$ cat src/rtl/cache_ctrl_fsm_pkg.sv
// Shared types and geometry constants for the 2-way, 8-set, 16-byte-line
// write-back cache control path.
package cache_types;

  localparam int CACHE_WAYS  = 2;
  localparam int OFFSET_BITS = 4;
  localparam int INDEX_BITS  = 3;

  typedef enum logic [1:0] {
    S_CHECK = 2'd0,
    S_WB    = 2'd1,
    S_ALLOC = 2'd2
  } cache_ctrl_state_t;

  function automatic logic [CACHE_WAYS-1:0] way_onehot(input logic way);
    logic [CACHE_WAYS-1:0] oh;
    oh      = '0;
    oh[way] = 1'b1;
    return oh;
  endfunction

endpackage

$ cat src/rtl/cache_ctrl_fsm_if.sv
// Controller-side bundle: CPU handshake, datapath status/strobes and the
// physical-memory line handshake.
interface cache_ctrl_if;
  logic mem_read, mem_write, mem_resp;
  logic hit, dirty, compare0_out, compare1_out, lru_output;
  logic address_sel, data_read_sel, addr_mux_sel, data_mux_sel;
  logic load_dirty_valid0, load_dirty_valid1;
  logic load_data0, load_data1;
  logic load_tag0, load_tag1;
  logic dirty_write, load_lru, lru_in, miss;
  logic pmem_read, pmem_write, pmem_resp;

  modport master (
    input  mem_read, mem_write, hit, dirty, compare0_out, compare1_out,
           lru_output, pmem_resp,
    output mem_resp, address_sel, data_read_sel, addr_mux_sel, data_mux_sel,
           load_dirty_valid0, load_dirty_valid1, load_data0, load_data1,
           load_tag0, load_tag1, dirty_write, load_lru, lru_in, miss,
           pmem_read, pmem_write
  );

  modport slave (
    output mem_read, mem_write, hit, dirty, compare0_out, compare1_out,
           lru_output, pmem_resp,
    input  mem_resp, address_sel, data_read_sel, addr_mux_sel, data_mux_sel,
           load_dirty_valid0, load_dirty_valid1, load_data0, load_data1,
           load_tag0, load_tag1, dirty_write, load_lru, lru_in, miss,
           pmem_read, pmem_write
  );
endinterface

$ cat src/rtl/cache_ctrl_fsm_sat_counter.sv
// Event counter that sticks at all-ones instead of wrapping.
module sat_counter #(
  parameter int WIDTH = 16
) (
  input  logic             clk,
  input  logic             reset_n,
  input  logic             inc,
  output logic [WIDTH-1:0] count
);

  always_ff @(posedge clk) begin
    if (!reset_n)
      count <= '0;
    else if (inc && (count != '1))
      count <= count + 1'b1;
  end

endmodule

$ cat src/rtl/cache_ctrl_fsm.sv
// Control FSM for the write-back cache: hit handling, victim writeback,
// line allocation and hit/miss performance counters.
module cache_ctrl_fsm
  import cache_types::*;
#(
  parameter int CNT_WIDTH = 16
) (
  input  logic                 clk,
  input  logic                 reset_n,
  cache_ctrl_if.master         bus,
  output logic [CNT_WIDTH-1:0] hit_count,
  output logic [CNT_WIDTH-1:0] miss_count
);

  cache_ctrl_state_t state, state_nxt;

  logic [CACHE_WAYS-1:0] load_data, load_tag, load_dv;
  logic resp, miss, load_lru, lru_in, dirty_write;
  logic data_read_sel, addr_mux_sel, data_mux_sel;
  logic pmem_read, pmem_write;
  logic req;

  assign req = bus.mem_read | bus.mem_write;

  always_ff @(posedge clk) begin
    if (!reset_n) state <= S_CHECK;
    else          state <= state_nxt;
  end

  always_comb begin
    state_nxt     = state;
    load_data     = '0;
    load_tag      = '0;
    load_dv       = '0;
    resp          = 1'b0;
    miss          = 1'b0;
    load_lru      = 1'b0;
    lru_in        = 1'b0;
    dirty_write   = 1'b0;
    data_read_sel = 1'b0;
    addr_mux_sel  = 1'b0;
    data_mux_sel  = 1'b0;
    pmem_read     = 1'b0;
    pmem_write    = 1'b0;

    unique case (state)
      S_CHECK: begin
        if (req) begin
          if (bus.hit) begin
            resp     = 1'b1;
            load_lru = 1'b1;
            // Write wins when both request lines are (illegally) high.
            if (bus.mem_write) begin
              data_mux_sel = bus.compare1_out;
              load_data    = way_onehot(bus.compare1_out);
              load_dv      = way_onehot(bus.compare1_out);
              dirty_write  = 1'b1;
              lru_in       = ~bus.compare1_out;
            end else begin
              lru_in = bus.compare0_out;
            end
          end else begin
            miss      = 1'b1;
            state_nxt = bus.dirty ? S_WB : S_ALLOC;
          end
        end
      end

      S_WB: begin
        addr_mux_sel = 1'b1;
        data_mux_sel = bus.lru_output;
        pmem_write   = 1'b1;
        if (bus.pmem_resp) state_nxt = S_ALLOC;
      end

      S_ALLOC: begin
        pmem_read = 1'b1;
        if (bus.pmem_resp) begin
          load_data     = way_onehot(bus.lru_output);
          load_tag      = way_onehot(bus.lru_output);
          load_dv       = way_onehot(bus.lru_output);
          data_read_sel = 1'b1;
          state_nxt     = S_CHECK;
        end
      end

      default: state_nxt = S_CHECK;
    endcase

    // A reset cycle must never commit anything to the arrays or the CPU.
    if (!reset_n) begin
      load_data = '0;
      load_tag  = '0;
      load_dv   = '0;
      load_lru  = 1'b0;
      resp      = 1'b0;
      miss      = 1'b0;
    end
  end

  assign bus.mem_resp          = resp;
  assign bus.miss              = miss;
  assign bus.address_sel       = 1'b0;
  assign bus.data_read_sel     = data_read_sel;
  assign bus.addr_mux_sel      = addr_mux_sel;
  assign bus.data_mux_sel      = data_mux_sel;
  assign bus.load_data0        = load_data[0];
  assign bus.load_data1        = load_data[1];
  assign bus.load_tag0         = load_tag[0];
  assign bus.load_tag1         = load_tag[1];
  assign bus.load_dirty_valid0 = load_dv[0];
  assign bus.load_dirty_valid1 = load_dv[1];
  assign bus.dirty_write       = dirty_write;
  assign bus.load_lru          = load_lru;
  assign bus.lru_in            = lru_in;
  assign bus.pmem_read         = pmem_read;
  assign bus.pmem_write        = pmem_write;

  // Every completed access re-checks as a hit, so misses count in both.
  sat_counter #(.WIDTH(CNT_WIDTH)) u_hit_cnt (
    .clk     (clk),
    .reset_n (reset_n),
    .inc     (resp),
    .count   (hit_count)
  );

  sat_counter #(.WIDTH(CNT_WIDTH)) u_miss_cnt (
    .clk     (clk),
    .reset_n (reset_n),
    .inc     (miss),
    .count   (miss_count)
  );

endmodule

$ cat src/flat_wrapper.sv
// flat-port wrapper written by rule: the top's interface ports become plain ports
module cache_ctrl_fsm_flat import cache_types::*;
#(
  parameter int CNT_WIDTH = 16
)
  (clk, reset_n, hit_count, miss_count, bus_mem_read, bus_mem_write, bus_hit, bus_dirty, bus_compare0_out, bus_compare1_out, bus_lru_output, bus_pmem_resp, bus_mem_resp, bus_address_sel, bus_data_read_sel, bus_addr_mux_sel, bus_data_mux_sel, bus_load_dirty_valid0, bus_load_dirty_valid1, bus_load_data0, bus_load_data1, bus_load_tag0, bus_load_tag1, bus_dirty_write, bus_load_lru, bus_lru_in, bus_miss, bus_pmem_read, bus_pmem_write);
  cache_ctrl_if bus_i ();
  input  logic clk;
  input  logic reset_n;
  output logic [CNT_WIDTH-1:0] hit_count;
  output logic [CNT_WIDTH-1:0] miss_count;
  input wire logic [$bits(bus_i.mem_read)-1:0] bus_mem_read;
  input wire logic [$bits(bus_i.mem_write)-1:0] bus_mem_write;
  input wire logic [$bits(bus_i.hit)-1:0] bus_hit;
  input wire logic [$bits(bus_i.dirty)-1:0] bus_dirty;
  input wire logic [$bits(bus_i.compare0_out)-1:0] bus_compare0_out;
  input wire logic [$bits(bus_i.compare1_out)-1:0] bus_compare1_out;
  input wire logic [$bits(bus_i.lru_output)-1:0] bus_lru_output;
  input wire logic [$bits(bus_i.pmem_resp)-1:0] bus_pmem_resp;
  output wire logic [$bits(bus_i.mem_resp)-1:0] bus_mem_resp;
  output wire logic [$bits(bus_i.address_sel)-1:0] bus_address_sel;
  output wire logic [$bits(bus_i.data_read_sel)-1:0] bus_data_read_sel;
  output wire logic [$bits(bus_i.addr_mux_sel)-1:0] bus_addr_mux_sel;
  output wire logic [$bits(bus_i.data_mux_sel)-1:0] bus_data_mux_sel;
  output wire logic [$bits(bus_i.load_dirty_valid0)-1:0] bus_load_dirty_valid0;
  output wire logic [$bits(bus_i.load_dirty_valid1)-1:0] bus_load_dirty_valid1;
  output wire logic [$bits(bus_i.load_data0)-1:0] bus_load_data0;
  output wire logic [$bits(bus_i.load_data1)-1:0] bus_load_data1;
  output wire logic [$bits(bus_i.load_tag0)-1:0] bus_load_tag0;
  output wire logic [$bits(bus_i.load_tag1)-1:0] bus_load_tag1;
  output wire logic [$bits(bus_i.dirty_write)-1:0] bus_dirty_write;
  output wire logic [$bits(bus_i.load_lru)-1:0] bus_load_lru;
  output wire logic [$bits(bus_i.lru_in)-1:0] bus_lru_in;
  output wire logic [$bits(bus_i.miss)-1:0] bus_miss;
  output wire logic [$bits(bus_i.pmem_read)-1:0] bus_pmem_read;
  output wire logic [$bits(bus_i.pmem_write)-1:0] bus_pmem_write;
  assign bus_i.mem_read = bus_mem_read;
  assign bus_i.mem_write = bus_mem_write;
  assign bus_i.hit = bus_hit;
  assign bus_i.dirty = bus_dirty;
  assign bus_i.compare0_out = bus_compare0_out;
  assign bus_i.compare1_out = bus_compare1_out;
  assign bus_i.lru_output = bus_lru_output;
  assign bus_i.pmem_resp = bus_pmem_resp;
  assign bus_mem_resp = bus_i.mem_resp;
  assign bus_address_sel = bus_i.address_sel;
  assign bus_data_read_sel = bus_i.data_read_sel;
  assign bus_addr_mux_sel = bus_i.addr_mux_sel;
  assign bus_data_mux_sel = bus_i.data_mux_sel;
  assign bus_load_dirty_valid0 = bus_i.load_dirty_valid0;
  assign bus_load_dirty_valid1 = bus_i.load_dirty_valid1;
  assign bus_load_data0 = bus_i.load_data0;
  assign bus_load_data1 = bus_i.load_data1;
  assign bus_load_tag0 = bus_i.load_tag0;
  assign bus_load_tag1 = bus_i.load_tag1;
  assign bus_dirty_write = bus_i.dirty_write;
  assign bus_load_lru = bus_i.load_lru;
  assign bus_lru_in = bus_i.lru_in;
  assign bus_miss = bus_i.miss;
  assign bus_pmem_read = bus_i.pmem_read;
  assign bus_pmem_write = bus_i.pmem_write;
  cache_ctrl_fsm #(.CNT_WIDTH(CNT_WIDTH)) u_core (.clk(clk), .reset_n(reset_n), .bus(bus_i), .hit_count(hit_count), .miss_count(miss_count));
endmodule
$ cat config.mk
export PLATFORM = sky130hd
export DESIGN_NAME = cache_ctrl_fsm_flat
export DESIGN_NICKNAME = d
export VERILOG_FILES = /design/src/rtl/cache_ctrl_fsm_pkg.sv /design/src/rtl/cache_ctrl_fsm_if.sv /design/src/rtl/cache_ctrl_fsm_sat_counter.sv /design/src/rtl/cache_ctrl_fsm.sv /design/src/flat_wrapper.sv
export SDC_FILE = /design/constraint.sdc
export NUM_CORES = 1
export LEC_CHECK = 0
export ABC_AREA = 1
export CAP_MARGIN = 20
export CORE_MARGIN = 2
export CORE_UTILIZATION = 49
export CTS_CLUSTER_DIAMETER = 40
export DETAILED_ROUTE_END_ITERATION = 6
export PLACE_DENSITY = 0.91
export SLEW_MARGIN = 15
export SYNTH_ARGS = -nofsm -noshare
export SYNTH_HDL_FRONTEND = slang
export SYNTH_SLANG_ARGS = --single-unit
$ cat constraint.sdc
create_clock -name clk -period 1.8 [get_ports clk]
set_input_delay 0.36 -clock clk [delete_from_list [all_inputs] [get_ports clk]]
set_output_delay 0.36 -clock clk [all_outputs]
set_load 0.02 [all_outputs]
==> impl_results.md, run 1 <==
- Mux cell area share after synthesis: 0
- RSZ-0062 raised after global routing: yes
- Mapped Nets: 367
- Core Area: 4380 um^2
- #FFs+latches synth: 34
- Wire length on met1: 2390 um
- Final Wtd Congestion: 0.927
- Initial Util: 0.511
- Setup bufs post-CTS: 0
- DP Wirelength: 4240 um
- Post-synth top area cell: dfxtp_1
- TritonCTS Sinks: 34
- Critical path startpoint category: flop
- Post-synth EDFFs: 0
- CP Capture Type: output pin
- Area fraction in compound gates after synthesis: 0.0865
- Cell Area, Synth: 2240 um^2
- Main combinational cell family by area after synthesis: simple AND/OR/NAND/NOR gates
- Final min period: 1.76 ns
- Max Root-Sink Buffers: 2
- Diode count: 0
- Crit-path cells: clkdlybuf4s50_1
- Ys async rst share: 0
- Crit. Startpoint: u_core.u_miss_cnt.count[5]$_SDFFE_PN0P_
- Max Cap Viol: 0
- Worst-path fanout max: 5
- Layout cells sized above 1: 0.186
- Slowest CP cell: clkdlybuf4s50_1
- Worst path max stage delay: 0.65 ns
- Overflow left after global routing: 0
- Post-synthesis cell type count: 32
- Full die area: 5130 um^2
- Routed vias: 2478
- Cell count along the critical path: 1
- Final ANT Viol Nets: 0
- Worst R2R End: u_core.u_miss_cnt.count[13]$_SDFFE_PN0P_
- DRT Wirelength: 5560 um
- Primary FF master, synth: dfxtp_1
- Register area share after synthesis: 0.304
- Simple-Gate Fraction of Synth Area: 0.478
- Via/cell ratio: 5.19
- DR WL met3: 312 um
- Iter 0 DRT Violations: 186
- Final setup viols: 0
- R2r startpoint: u_core.u_miss_cnt.count[0]$_SDFFE_PN0P_
- First-pass GRT wire length: 9250 um
- Worst path top cell family by delay: buffers and inverters
- R2R depth: 8
- Drc violations: 0
- Row cnt: 24
- YS warnings: 0
- Required time of the worst setup path: 1.44 ns
- Buf/Inv on CP: 1
- Hold-fix buffers, CTS: 0
- Commonest cells after routing, fill and taps aside: 89 x nand2_1, 73 x nor2_1, 32 x nand3_1, 32 x dfxtp_1, 30 x clkdlybuf4s50_1
- Met2 wire length: 2790 um
- Initial antenna violation count: 0
- Static leakage power: 0.00137 uW
- Final hold vios: 0
- Commonest non-fill, non-tap cell in the layout: nand2_1
- Total track usage: 0.222
- CTS Buf Count: 5
- Die width: 71.6 um
- Die H: 71.6 um
- Worst Setup EP: miss_count[5]
- Finished Core Util: 0.696
- Clock Skews: 0.00726 ns
- Synth area leaders: dfxtp_1 30%, nand2_1 16%, nor2_1 12%
- Status: completed
- Yosys top cell area share: 0.304
- CTS H-Tree Depth: 2
- Final period util: 0.979
- Top sig layer: met4
- I/O Pins: 59
- Setup slack, reg-to-reg: 0.22 ns
- Critical path data arrival time: 1.40 ns
- Post-synthesis cell count: 355
- Vias in the first global route: 2213
- Largest net degree at the start of global routing: 19
- Pwr Density: 555 nW/um^2
- Fmax: 0.567 GHz
- Hold Crit Class: primary input to flop
- Area share of fa/ha/maj cells after synthesis: 0.0112
- Avg Synthesized Cell Area: 6.31 um^2
- First-pass DRT Iterations: 4
- Wire length per cell: 11.7 um
- CTS tree: yes
- Setup Crit Path Kind: flop to output pin
- Nets: 436
- Clock Latency Late Sink: 0.29 ns
- Filler cells: 347
- Slew Limit Fails: 0
- Worst-path clk slew: 0.07 ns
- Root buffer cell: clkbuf_8
- Area growth, synth to finish: 36.2%
- XOR/XNOR share of the synthesized area: 0.0274
- Setup_tns: 0 ns
- Port buffer count: 57
- Peak VDD IR: 455 uV
==> metrics by stage <==
step | total power [uW] | instances | instance area (um^2) | setup WS, ns | hold slack (ns)
after floorplan | 989 | 355 | 2280 | -0.0182 | 0.538
after global placement | 1120 | 469 | 2960 | -0.703 | 0.508
after detailed placement | 1130 | 469 | 2960 | -0.758 | 0.515
after CTS | 1700 | 477 | 3020 | -0.0165 | 0.530
after global routing | 1760 | 477 | 3050 | -0.0322 | 0.498
final | 1690 | 477 | 3050 | 0.0376 | 0.475
==> flip-flops by register name (all words and copies together), names as in the netlist <==
| register | count |
|---|---|
| u_core.u_miss_cnt.count | 16 |
| u_core.u_hit_cnt.count | 16 |
| u_core.state | 2 |
==> cells by family after synthesis <==
group	after synthesis
other cells	1
compound gates	35
simple gates	231
fa+ha+maj	2
buf+inv	45
xor+xnor	7
flops	34
==> repair_timing <==
action / 4_1_cts / 5_1_grt
resized for setup: 70 / 19
gates cloned: 0 / 0
setup endpoints to repair: 17 / 13
endpoints found under the hold margin: 0 / 0
pin swaps: 5 / 7
==> synthesized netlist by cell type (all sizes together), types with 2 or more instances <==
master / number
nand3: 34
nor2: 84
dfxtp: 34
buf: 9
ha: 2
nand4: 7
nand2: 101
xnor2: 2
a21oi: 27
xor2: 5
inv: 35
o21ai: 5
nand3b: 3
==> how the worst min path moves through the flow <==
stage / start / end / slack (ns) / depth (start not counted)
2_1_floorplan: bus_dirty / u_core.state[1]$_SDFFE_PN0P_ / 0.54 / 3
3_3_place_gp: u_core.u_hit_cnt.count[1]$_SDFFE_PN0P_ / u_core.u_hit_cnt.count[1]$_SDFFE_PN0P_ / 0.51 / 2
3_5_place_dp: u_core.u_hit_cnt.count[1]$_SDFFE_PN0P_ / u_core.u_hit_cnt.count[1]$_SDFFE_PN0P_ / 0.52 / 2
4_1_cts: u_core.u_hit_cnt.count[1]$_SDFFE_PN0P_ / u_core.u_hit_cnt.count[1]$_SDFFE_PN0P_ / 0.53 / 2
5_1_grt: bus_pmem_resp / u_core.state[0]$_SDFFE_PN0P_ / 0.50 / 3
6_report: bus_pmem_resp / u_core.state[0]$_SDFFE_PN0P_ / 0.47 / 3
==> where the power goes <==
part / internal, uW / switching, uW
clock network: 309 / 284
registers: 765 / 20.5
logic: 132 / 184
total: 1210 / 489
==> area by class of cell <==
class,instances,area (um^2),area share
inverter,35,131,0.0431
clock buffer,7,86.3,0.0283
tap,52,65.1,0.0213
clock inverter,1,5.00,0.00164
sequential,34,686,0.225
timing repair buffer,72,658,0.216
multi-input combinational,276,1420,0.465
==> routing by layer <==
layer / global-route usage / vias to the layer above
li1: - / 1264
met1: 0.259 / 1135
met2: 0.400 / 70
met3: 0.0506 / 9
met4: 0.0713 / 0
met5: 0 / -
No activity file was read; power rests on OpenSTA's default activity.
==> run 2, diff against run 1 <==
--- a/config.mk
+++ b/config.mk
@@ -11,6 +11,7 @@
 export CORE_UTILIZATION = 49
 export CTS_CLUSTER_DIAMETER = 40
 export DETAILED_ROUTE_END_ITERATION = 6
+export GPL_ROUTABILITY_DRIVEN = 0
 export PLACE_DENSITY = 0.91
 export SLEW_MARGIN = 15
 export SYNTH_ARGS = -nofsm -noshare
==> run 2 against run 1 <==
Against the previous run: fmax down 0.45%; sequential power about the same; via count up 1.4%; combinational power up 2%; sequential share of layout area up 0.11 points; register-to-register slack worse by 0.03 ns; die area unchanged; global-route usage up 1.7 points; clock power down 7.9%; utilization down 0.34 points; setup slack worse by 0.0080 ns; critical path type unchanged.
==> impl_results.md, run 2 (same netlist as run 1, synthesis figures left out) <==
- Status: completed
- Non-Filler Instances: 476
- Overflow left after global routing: 0
- Worst-path clk slew: 0.07 ns
- Drc violations: 0
- Layout cells sized above 1: 0.189
- Row cnt: 24
- Static leakage power: 0.00130 uW
- Clock power frac: 0.331
- Max Root-Sink Buffers: 2
- Critical path data arrival time: 1.41 ns
- CTS tree: yes
- DRT Wirelength: 5960 um
- Nets: 436
- Peak VDD IR: 347 uV
- Slew Limit Fails: 0
- Clock Latency Late Sink: 0.30 ns
- Slowest CP cell: dfxtp_2
- Fmax: 0.565 GHz
- Largest regs: u_core.u_hit_cnt.count x16, u_core.u_miss_cnt.count x16, u_core.state x2
- Commonest non-fill, non-tap cell in the layout: nand2_1
- Via/cell ratio: 5.28
- CTS H-Tree Depth: 2
- Final setup viols: 0
- Final ANT Viol Nets: 0
- Psw: 497 uW
- Setup slack at placement: -0.768 ns
- Crit-path cells: nor4_4, nand2_2, a21oi_4, buf_6
- Finished Core Util: 0.693
- Filler cells: 360
- Setup bufs post-CTS: 0
- Initial antenna violation count: 0
- Final period util: 0.984
- Wire length per cell: 12.5 um
- I/O Pins: 59
- Routed vias: 2513
- DP Wirelength: 4410 um
- Reg area: 686 um^2
- Die H: 71.6 um
- Total track usage: 0.239
- Vias in the first global route: 2392
- Setup Crit Path Kind: flop to output pin
- Core Area: 4380 um^2
- RSZ-0062 raised after global routing: yes
- Diode count: 0
- Final hold vios: 0
- Switching part of the total power: 0.301
- Area growth, synth to finish: 35.5%
- Commonest cells after routing, fill and taps aside: 88 x nand2_1, 73 x nor2_1, 33 x clkdlybuf4s50_1
- Max Cap Viol: 0
- Setup_tns: 0 ns
- Hold Crit Class: primary input to flop
- Worst path top cell family by delay: simple AND/OR/NAND/NOR gates
- Clock Skews: 0.00770 ns
- Internal cell power: 1160 uW
- Port buffer count: 57
- CTS Buf Count: 5
- Critical path startpoint category: flop
- Hold-fix buffers, CTS: 0
- First-pass GRT wire length: 9990 um
- First-pass DRT Iterations: 4
- Final setup margin: 0.0296 ns
- Final min period: 1.77 ns
- Setup slack, reg-to-reg: 0.19 ns
- TritonCTS Sinks: 34
- Iter 0 DRT Violations: 218
- Full die area: 5130 um^2
- Worst-path fanout max: 3
- Initial Util: 0.511
- Largest net degree at the start of global routing: 19
- Die width: 71.6 um
- Pwr Density: 544 nW/um^2
- Root buffer cell: clkbuf_8
- Required time of the worst setup path: 1.44 ns
- Combinational power share: 0.194
- Seq pwr share: 0.475
- Buf/Inv on CP: 1
- Multi-input logic area: 1430 um^2
- Worst path max stage delay: 0.35 ns
- CP Capture Type: output pin
- Inst Count DP: 469
==> run 2: timing repair <==
| action | CTS | global route |
|---|---|---|
| pin swaps | 7 | 7 |
| endpoints found under the setup margin | 16 | 15 |
| resized for setup | 69 | 19 |
| cloned | 0 | 0 |
==> run 2: worst paths after layout <==
path / startpoint / to / cells past startpoint
worst max-delay path: u_core.state[1]$_SDFFE_PN0P_ / bus_load_dirty_valid1 / 4
worst min-delay path: bus_pmem_resp / u_core.state[0]$_SDFFE_PN0P_ / 3
worst max register to register: u_core.u_miss_cnt.count[0]$_SDFFE_PN0P_ / u_core.u_miss_cnt.count[13]$_SDFFE_PN0P_ / 8
worst min register to register: u_core.u_hit_cnt.count[1]$_SDFFE_PN0P_ / u_core.u_hit_cnt.count[1]$_SDFFE_PN0P_ / 2
==> run 2: worst min-delay path: cells and delay by family <==
kind,cells,cell delay (ns)
simple gates,1,0.08
compound gates,1,0.17
buf+inv,1,0.14
==> run 2: routing by layer <==
layer	track usage	routed length, um	vias up
met3	0.0464	317	13
met2	0.442	3050	88
met4	0.0922	105	0
li1	-	-	1260
met5	0	0	-
met1	0.267	2480	1152
==> run 2: area by class of cell <==
| cell class | instances | share of cell area |
|---|---|---|
| Inverter | 35 | 0.0433 |
| Clock inverter | 2 | 0.00330 |
| Timing Repair Buffer | 72 | 0.213 |
| Sequential cell | 34 | 0.226 |
| Multi-Input combinational cell | 276 | 0.471 |
| Clock buffer | 5 | 0.0227 |
| Tap cell | 52 | 0.0214 |
==> run 2: stage by stage <==
step           area [um^2]  power [uW]  hold WS [ns]
3_3_place_gp          2960        1120         0.507
4_1_cts               3020        1640         0.531
3_5_place_dp          2960        1130         0.518
2_1_floorplan         2280         989         0.538
6_report              3040        1650         0.498
5_1_grt               3040        1710         0.547
==> run 2: power groups by stage <==
stage / Sequential [uW] / Combinational, uW / Clock [uW]
2_1_floorplan: 810 / 179 / 0
3_3_place_gp: 801 / 318 / 0
3_5_place_dp: 800 / 328 / 0
4_1_cts: 783 / 316 / 545
5_1_grt: 787 / 346 / 581
6_report: 785 / 321 / 546
==> run 3, diff against run 2 <==
--- a/config.mk
+++ b/config.mk
@@ -13,7 +13,9 @@
 export DETAILED_ROUTE_END_ITERATION = 6
 export GPL_ROUTABILITY_DRIVEN = 0
 export PLACE_DENSITY = 0.91
+export RECOVER_POWER = 100
 export SLEW_MARGIN = 15
 export SYNTH_ARGS = -nofsm -noshare
 export SYNTH_HDL_FRONTEND = slang
+export SYNTH_HIERARCHICAL = 1
 export SYNTH_SLANG_ARGS = --single-unit
==> run 3 against run 2 <==
Against the previous run: the flow now finishes with violations (setup timing); critical path depth grew 7; critical endpoint is now u_core/u_miss_cnt/count[13]$_SDFFE_PN0P_; total power up 13%; critical path type is now flop to flop; highest routed layer unchanged; sequential share of layout area shrank 1.0 points.
==> impl_results.md, run 3 <==
- Final min period: 1.84 ns
- Combinational power share: 0.282
- CTS Buf Count: 5
- First-pass GRT wire length: 10100 um
- DRT Wirelength: 6810 um
- Critical path startpoint category: flop
- Mapped Nets: 361
- Worst-path clk slew: 0.06 ns
- Area growth, synth to finish: 39.8%
- Primary FF master, synth: dfxtp_1
- Clock power frac: 0.294
- Iter 0 DRT Violations: 143
- Synth area leaders: dfxtp_1 30%, nand2_1 16%, nor2_1 13%
- First-pass DRT Iterations: 4
- Via/cell ratio: 5.37
- Initial antenna violation count: 0
- Seq pwr share: 0.424
- Overflow left after global routing: 0
- Post-route design area: 3180 um^2
- Max Cap Viol: 0
- Internal cell power: 1290 uW
- Row cnt: 24
- Commonest cells after routing, fill and taps aside: 90 x nand2_1, 69 x nor2_1, 36 x clkdlybuf4s50_1
- R2R depth: 11
- Final ANT Viol Nets: 0
- Nets: 445
- CP Capture Type: flop
- Status: finished, violations left
- Die width: 72.1 um
- Max Root-Sink Buffers: 2
- Clock Latency Late Sink: 0.29 ns
- Root buffer cell: clkbuf_8
- Psw: 589 uW
- Cell Area, Synth: 2270 um^2
- Wire length per cell: 14.0 um
- Layout cells sized above 1: 0.284
- Worst Hold Depth: 5
- Drc violations: 0
- TritonCTS Sinks: 34
- Worst-path fanout max: 5
- Peak VDD IR: 456 uV
- Worst hold slack: 0.497 ns
- DP Wirelength: 4370 um
- Required time of the worst setup path: 1.98 ns
- Slew Limit Fails: 0
- Diode count: 0
- Post-synth top area cell: dfxtp_1
- Synth top cells by count: 94 x nand2_1, 77 x nor2_1, 34 x dfxtp_1
- Final hold vios: 0
- Post-synth EDFFs: 0
- I/O Pins: 59
- Placed cell area: 2960 um^2
- Yosys top cell area share: 0.299
- Initial Util: 0.515
- Hold-fix buffers, CTS: 0
- Switching part of the total power: 0.314
- Hold Crit Class: primary input to flop
- Static leakage power: 0.00139 uW
- CTS H-Tree Depth: 2
- Final setup margin: -0.0419 ns
- Largest net degree at the start of global routing: 34
- Inst Count DP: 467
- Full die area: 5200 um^2
- Clock Skews: 0.00903 ns
- Core Area: 4410 um^2
- CTS tree: yes
- Post-synthesis cell count: 349
- Most frequent cell after synthesis: nand2_1
- Pwr Density: 589 nW/um^2
- Filler cells: 343
- Largest regs: u_core/u_hit_cnt/count x16, u_core/u_miss_cnt/count x16, u_core/state x2
- YS warnings: 6
- Critical path data arrival time: 2.02 ns
- Failing checks: setup timing
- Register area share after synthesis: 0.299
- #FFs+latches synth: 34
- Die H: 72.1 um
- RSZ-0062 raised after global routing: yes
- Avg Synthesized Cell Area: 6.52 um^2
- Final setup viols: 1
- Final period util: 1.02
- Post-synthesis cell type count: 26
- Ys async rst share: 0
- Vias in the first global route: 2377
- Fmax: 0.543 GHz
- Setup Crit Path Kind: flop to flop
- Commonest non-fill, non-tap cell in the layout: nand2_1
- Routed vias: 2604
- Total track usage: 0.239
- Non-Filler Instances: 485
- Port buffer count: 57
## run 3: path summary, 6_finish.rpt
| check | start | end | slack (ns) |
|---|---|---|---|
| max | u_core/state[1]$_SDFFE_PN0P_ | u_core/u_miss_cnt/count[13]$_SDFFE_PN0P_ | -0.04 |
| min | bus_pmem_resp | u_core/state[0]$_SDFFE_PN0P_ | 0.50 |
| max reg2reg | u_core/state[1]$_SDFFE_PN0P_ | u_core/u_miss_cnt/count[13]$_SDFFE_PN0P_ | -0.04 |
| min reg2reg | u_core/u_hit_cnt/count[1]$_SDFFE_PN0P_ | u_core/u_hit_cnt/count[1]$_SDFFE_PN0P_ | 0.53 |
## run 3: kinds of logic (layout without fill, tap and decap cells)
family,count (synthesis),in the layout,share of synthesized area
DFF,34,34,0.299
buffers and inverters,39,123,0.0990
and+or+nand+nor,251,251,0.538
other,1,1,0.00165
AOI/OAI and AO/OA,22,22,0.0512
adders and majority gates,2,2,0.0110
## run 3: power groups by stage
stage	registers [uW]	logic [uW]	clock network [uW]
global route	799	567	589
global placement	806	433	0
detailed placement	807	444	0
finish	795	529	550
CTS	790	451	556
floorplan	815	251	0
## run 3: metal layers
metal  track usage  wire length [um]  up-vias
li1              -                 -     1254
met2         0.441              3600      129
met4         0.105               225        0
met5             0                 0        -
met1         0.262              2520     1190
met3        0.0486               468       31
## run 3: critical path, stage by stage, from the launching register on
cell	delay, ns
dfxtp_4	0.36
nor2_4	0.14
inv_2	0.07
buf_6	0.12
nor4_4	0.18
buf_4	0.20
nand3_2	0.09
or2_1	0.24
nor2_2	0.14
nand3_1	0.08
nand2_1	0.07
nor2_1	0.04
## run 3: area by class of cell
cell class,instances,area (um^2),share of cell area
repair buffers,88,772,0.243
multi-input cells,276,1470,0.463
clock inverters,2,10.0,0.00315
inverters,28,105,0.0330
flip-flops and latches,34,686,0.216
well taps,52,65.1,0.0205
clock buffers,5,68.8,0.0216
## run 3: metrics by stage
stage | TNS [ns] | total power, uW | util | setup WS [ns]
after floorplan | -0.0268 | 1070 | - | -0.0163
after global routing | -1.21 | 1950 | 0.721 | -0.138
after CTS | -0.0368 | 1800 | 0.690 | -0.0187
after detailed placement | -15.11 | 1250 | 0.671 | -0.543
final | -0.0419 | 1870 | 0.721 | -0.0419
after global placement | -12.51 | 1240 | 0.671 | -0.493
## run 3: what timing repair did
action,4_1_cts,5_1_grt
resized for setup,66,33
buffers inserted,6,5
endpoints found under the setup margin,31,28
pin swaps,8,16
